==> config.mk <==
export PLATFORM = sky130hd
export DESIGN_NAME = serial_adder_ctrl
export DESIGN_NICKNAME = d
export VERILOG_FILES = /design/src/rtl/serial_adder_ctrl.sv
export SDC_FILE = /design/constraint.sdc
export NUM_CORES = 1
export LEC_CHECK = 0
export BUFFER_PORTS_ARGS = -buffer_cell sky130_fd_sc_hd__buf_4
export CORE_MARGIN = 2
export CORE_UTILIZATION = 55
export DETAILED_ROUTE_END_ITERATION = 8
export HOLD_SLACK_MARGIN = 0.02
export PLACE_DENSITY = 0.77
export SKIP_CTS_REPAIR_TIMING = 1
export SLEW_MARGIN = 5
export SYNTH_ARGS = -nofsm -noshare
export SYNTH_HDL_FRONTEND = slang
export SYNTH_SLANG_ARGS = --single-unit
==> constraint.sdc <==
create_clock -name clk -period 3.3 [get_ports clk]
set_input_delay 0.165 -clock clk [delete_from_list [all_inputs] [get_ports clk]]
set_output_delay 0.165 -clock clk [all_outputs]
set_load 0.05 [all_outputs]
==> src/rtl/serial_adder_ctrl.sv <==
// Bit-serial add/subtract engine: one full-adder cell plus a carry flop.
// The cell is sequenced LSB-first over W-bit operands, one bit per clock.

module serial_adder_fa (
  input  logic i_a,
  input  logic i_b,
  input  logic i_c,
  output logic o_h,
  output logic o_l
);
  assign o_l = i_a ^ i_b ^ i_c;
  assign o_h = (i_a & i_b) | (i_c & (i_a ^ i_b));
endmodule

module serial_adder_ctrl #(
  parameter int W = 8
) (
  input  logic         clk,
  input  logic         rst,
  input  logic         start,
  input  logic         sub,
  input  logic [W-1:0] a,
  input  logic [W-1:0] b,
  output logic         ready,
  output logic         busy,
  output logic         done,
  output logic [W-1:0] sum,
  output logic         cout,
  output logic         overflow
);
  localparam int CW = $clog2(W) + 1;
  localparam logic [CW-1:0] LAST = CW'(W - 1);

  typedef enum logic [1:0] {S_IDLE, S_RUN, S_DONE} state_t;

  state_t         r_state;
  state_t         w_state_next;
  logic [W-1:0]   r_op_a;
  logic [W-1:0]   r_op_b;
  logic [W-1:0]   r_sum;
  logic [W-1:0]   w_sum_shift;
  logic [CW-1:0]  r_cnt;
  logic           r_carry;
  logic           r_cout;
  logic           r_ovf;
  logic           r_done;
  logic           w_h;
  logic           w_l;
  logic           w_last;
  logic           w_accept;

  serial_adder_fa u_fa (
    .i_a (r_op_a[0]),
    .i_b (r_op_b[0]),
    .i_c (r_carry),
    .o_h (w_h),
    .o_l (w_l)
  );

  assign w_last   = (r_cnt == LAST);
  assign w_accept = start && (r_state != S_RUN);

  // New result bits enter at the MSB so the word is aligned after W shifts.
  generate
    if (W == 1) begin : g_sum_w1
      assign w_sum_shift = w_l;
    end else begin : g_sum_wn
      assign w_sum_shift = {w_l, r_sum[W-1:1]};
    end
  endgenerate

  always_ff @(posedge clk or posedge rst) begin
    if (rst) begin
      r_state <= S_IDLE;
    end else begin
      r_state <= w_state_next;
    end
  end

  always_comb begin
    w_state_next = r_state;
    case (r_state)
      S_IDLE:  if (start) w_state_next = S_RUN;
      S_RUN:   if (w_last) w_state_next = S_DONE;
      S_DONE:  w_state_next = start ? S_RUN : S_IDLE;
      default: w_state_next = S_IDLE;
    endcase
  end

  always_ff @(posedge clk or posedge rst) begin
    if (rst) begin
      r_op_a  <= '0;
      r_op_b  <= '0;
      r_sum   <= '0;
      r_cnt   <= '0;
      r_carry <= 1'b0;
      r_cout  <= 1'b0;
      r_ovf   <= 1'b0;
      r_done  <= 1'b0;
    end else if (w_accept) begin
      // Subtraction is a + ~b + 1: the +1 rides in as the initial carry.
      r_op_a  <= a;
      r_op_b  <= sub ? ~b : b;
      r_carry <= sub;
      r_cnt   <= '0;
      r_done  <= 1'b0;
    end else if (r_state == S_RUN) begin
      r_carry <= w_h;
      r_sum   <= w_sum_shift;
      r_op_a  <= r_op_a >> 1;
      r_op_b  <= r_op_b >> 1;
      r_cnt   <= r_cnt + CW'(1);
      r_done  <= w_last;
      if (w_last) begin
        r_cout <= w_h;
        r_ovf  <= r_carry ^ w_h;
      end
    end else begin
      r_done <= 1'b0;
    end
  end

  assign ready    = (r_state != S_RUN);
  assign busy     = (r_state == S_RUN);
  assign done     = r_done;
  assign sum      = r_sum;
  assign cout     = r_cout;
  assign overflow = r_ovf;
endmodule

==> qor.txt <==
Row Count: 19
Tot Pwr: 1.752 mW
die height: 57.69 um
min cycle time layout: 2.267 ns
clock buffer count from CTS: 5
RSZ-0062 raised after global routing: false
Critical-path top delay cell: inv_2
CTS max path bufs: 2
P_int: 0.9572 mW
drt pass-1 iters: 5
Max FO, Critical Path: 47
Critical Path Sink Type: output pin
Mapped Area: 1585 um^2
Seq/Total Area, Yosys: 53.67%
CP Launch Type: flop
M2 GR Usage: 30.03%
first-pass GRT wire length: 4892 um
crit path kind: flop to output pin
Buf/Inv on CP: 2
Worst-path clk slew: 0.10 ns
HP Class: input port to flop
Final Hold Fails: 0
Least-Margin Pin Slew: 0.6615 ns
met1 Resource Use GR: 26.16%
Combinational Power Share: 45.8%
layout cells sized above 1: 25.00%
crit-path max cell delay: 0.65 ns
Placed Area: 1812 um^2
Slew Viols, Final: 0
Layout Nets: 205
Worst Path Arrival: 2.10 ns
Rel. slew slack: 55.83%
CTS root buf: clkbuf_4
setup_tns: 0 ns
GR Overflow Total: 0
clock share of power: 13.7%
Routed Antenna Nets: 0
die area: 3328 um^2
gp weighted congestion: 0.7578
busiest grt layer: met2
crit path cell chain: nand2b_1 -> inv_2 -> buf_4
Ys Warns: 0
status: finished clean
critical path's top delay family: buffers and inverters
Worst-Skew Late Latency: 0.34 ns
Top-Level Pins: 33
final wirelength: 2887 um
Layout Skew: 0.01285 ns
Net Count, Synth: 174
H-Tree Level Count: 2
initial antenna violation count: 0
Syn Inst Count: 152
GR Util met3: 6.696%
Clock Sink Count: 34
vias in the first global route: 1082
hpwl dp: 1994 um
IO Port Bufs: 32
Max-cap violations: 0
largest net degree at the start of global routing: 48
Reg power frac: 40.5%
Synth Area per Inst: 10.43 um^2
switching portion of total power: 45.37%
DR vias/cell: 5.381
pwr dens: 931.1 nW/um^2
Netlist cell types: 23
Max Freq: 441.2 MHz
# setup viols final: 0
ANT cells: 0
Die X-Extent: 57.69 um
Leakage Power: 0.9674 nW
routed wire length per instance: 13.43 um
area grow syn2layout: 18.71%
CTS tree: done
maximum vdd ir drop: 0.9254 mV
Design Area, Final: 1882 um^2
Worst EP required: 3.13 ns
number of synthesized register bits: 34
DRC errors left: 0
Core Region: 2758 um^2
vias: 1157
Total Routing Usage GR: 19.60%
Final period util: 68.69%
Initial Utilization: 57.49%
P_sw: 0.7948 mW
number of DRC markers in iteration 0: 44
tightest hold or removal path, cell delays in order:
cell and delay, ns:
buf_4 0.08, mux2i_1 0.06, nor2_1 0.08
final timing paths:
check / startpoint / end / slack (ns) / cells past startpoint
max in group asynchronous: rst / done / 2.31 / 4
min: a[7] / r_op_a[7] / 0.08 / 3
min reg2reg: r_op_a[7] / r_op_a[6] / 0.47 / 2
min in group asynchronous: rst / r_op_a[6] / 0.35 / 3
max: r_state[1] / busy / 1.03 / 3
max reg2reg: r_state[1] / r_cnt[2] / 1.29 / 4
cells in the final DEF, fill, tap and decap left out:
| master | n |
|---|---|
| mux2i_1 | 16 |
| nor3_4 | 1 |
| mux2_2 | 2 |
| xnor2_1 | 1 |
| fa_1 | 1 |
| nor3_1 | 2 |
| clkbuf_1 | 1 |
| a211oi_1 | 1 |
| mux2_4 | 1 |
| buf_4 | 33 |
| clkbuf_8 | 1 |
| xor2_1 | 8 |
| clkbuf_4 | 5 |
| nand3b_1 | 1 |
| inv_1 | 2 |
| o21ai_0 | 19 |
| ha_1 | 1 |
| nand3_1 | 4 |
| nand2b_1 | 1 |
| dlygate4sd3_1 | 1 |
| dfrtp_1 | 34 |
| clkinv_2 | 1 |
| mux2i_4 | 1 |
| nand2_1 | 43 |
| nor2_1 | 2 |
| inv_2 | 1 |
sequential cells by signal, indices dropped and copies added, names as in the netlist:
name / count
r_op_a: 8
done: 1
r_op_b: 8
overflow: 1
r_cnt: 4
cout: 1
sum: 8
r_carry: 1
r_state: 2
kinds of logic (layout without fill, tap and decap cells):
| group | after synthesis | in the layout | synth area share, % |
|---|---|---|---|
| buffers and inverters | 13 | 45 | 4.499 |
| muxes | 20 | 20 | 13.89 |
| xor gates and xnor gates | 9 | 9 | 4.973 |
| DFF | 34 | 34 | 53.67 |
| adders and majority gates | 2 | 2 | 2.052 |
| AOI/OAI and AO/OA | 20 | 20 | 6.472 |
| and+or+nand+nor | 54 | 54 | 14.44 |
stage by stage:
stage / util, % / hold WS, ns / instances / worst slack [ns]
3_5_place_dp: 65.70 / 0.1765 / 206 / 1.305
3_3_place_gp: 65.70 / 0.1678 / 206 / 1.403
2_1_floorplan: - / 0.3066 / 152 / 1.865
4_1_cts: 67.88 / -0.2044 / 214 / 1.009
5_1_grt: 68.24 / 0.1052 / 215 / 0.8376
6_report: 68.24 / 0.08165 / 215 / 1.033
power groups by stage:
| stage | Combinational, mW | Clock (mW) | Sequential (mW) |
|---|---|---|---|
| 6_report | 0.802 | 0.240 | 0.710 |
| 5_1_grt | 0.889 | 0.264 | 0.731 |
| 4_1_cts | 0.813 | 0.247 | 0.711 |
| 3_5_place_dp | 0.807 | 0 | 0.720 |
| 3_3_place_gp | 0.778 | 0 | 0.707 |
| 2_1_floorplan | 0.456 | 0 | 0.883 |
cells in the mapped netlist:
cell type	number	area (um^2)
a211oi_1	1	7.510
buf_2	6	30.03
nor3_1	2	10.01
mux2i_4	1	22.52
nand3b_1	1	7.510
nor3_4	1	16.27
xnor2_1	1	8.760
inv_1	2	7.510
clkbuf_1	2	7.510
mux2_4	1	15.01
mux2_2	2	22.52
mux2i_1	16	160.2
buf_6	2	22.52
nand2_1	43	161.4
fa_1	1	20.02
nand2b_1	1	6.260
ha_1	1	12.51
o21ai_0	19	95.09
inv_2	1	3.750
xor2_1	8	70.07
nor2_1	2	7.510
dfrtp_1	34	850.8
nand3_1	4	20.02
final cells by class:
| type | count | area, um^2 |
|---|---|---|
| Clock inverter | 1 | 5.005 |
| Timing Repair Buffer | 34 | 257.7 |
| Tap cell | 31 | 38.79 |
| Inverter | 3 | 11.26 |
| Clock buffer | 7 | 55.05 |
| Fill cell | 233 | 875.8 |
| Multi-Input combinational cell | 105 | 663.1 |
| Sequential cell | 34 | 850.8 |
layer usage:
layer / part of all wire [%] / wire [um] / vias to the layer above
li1: - / - / 561
met1: 41 / 1192 / 547
met2: 50 / 1433 / 44
met3: 7.8 / 225 / 5
met4: 1.2 / 36 / 0
met5: 0 / 0 / -
Power figures use the tool's default switching activity.
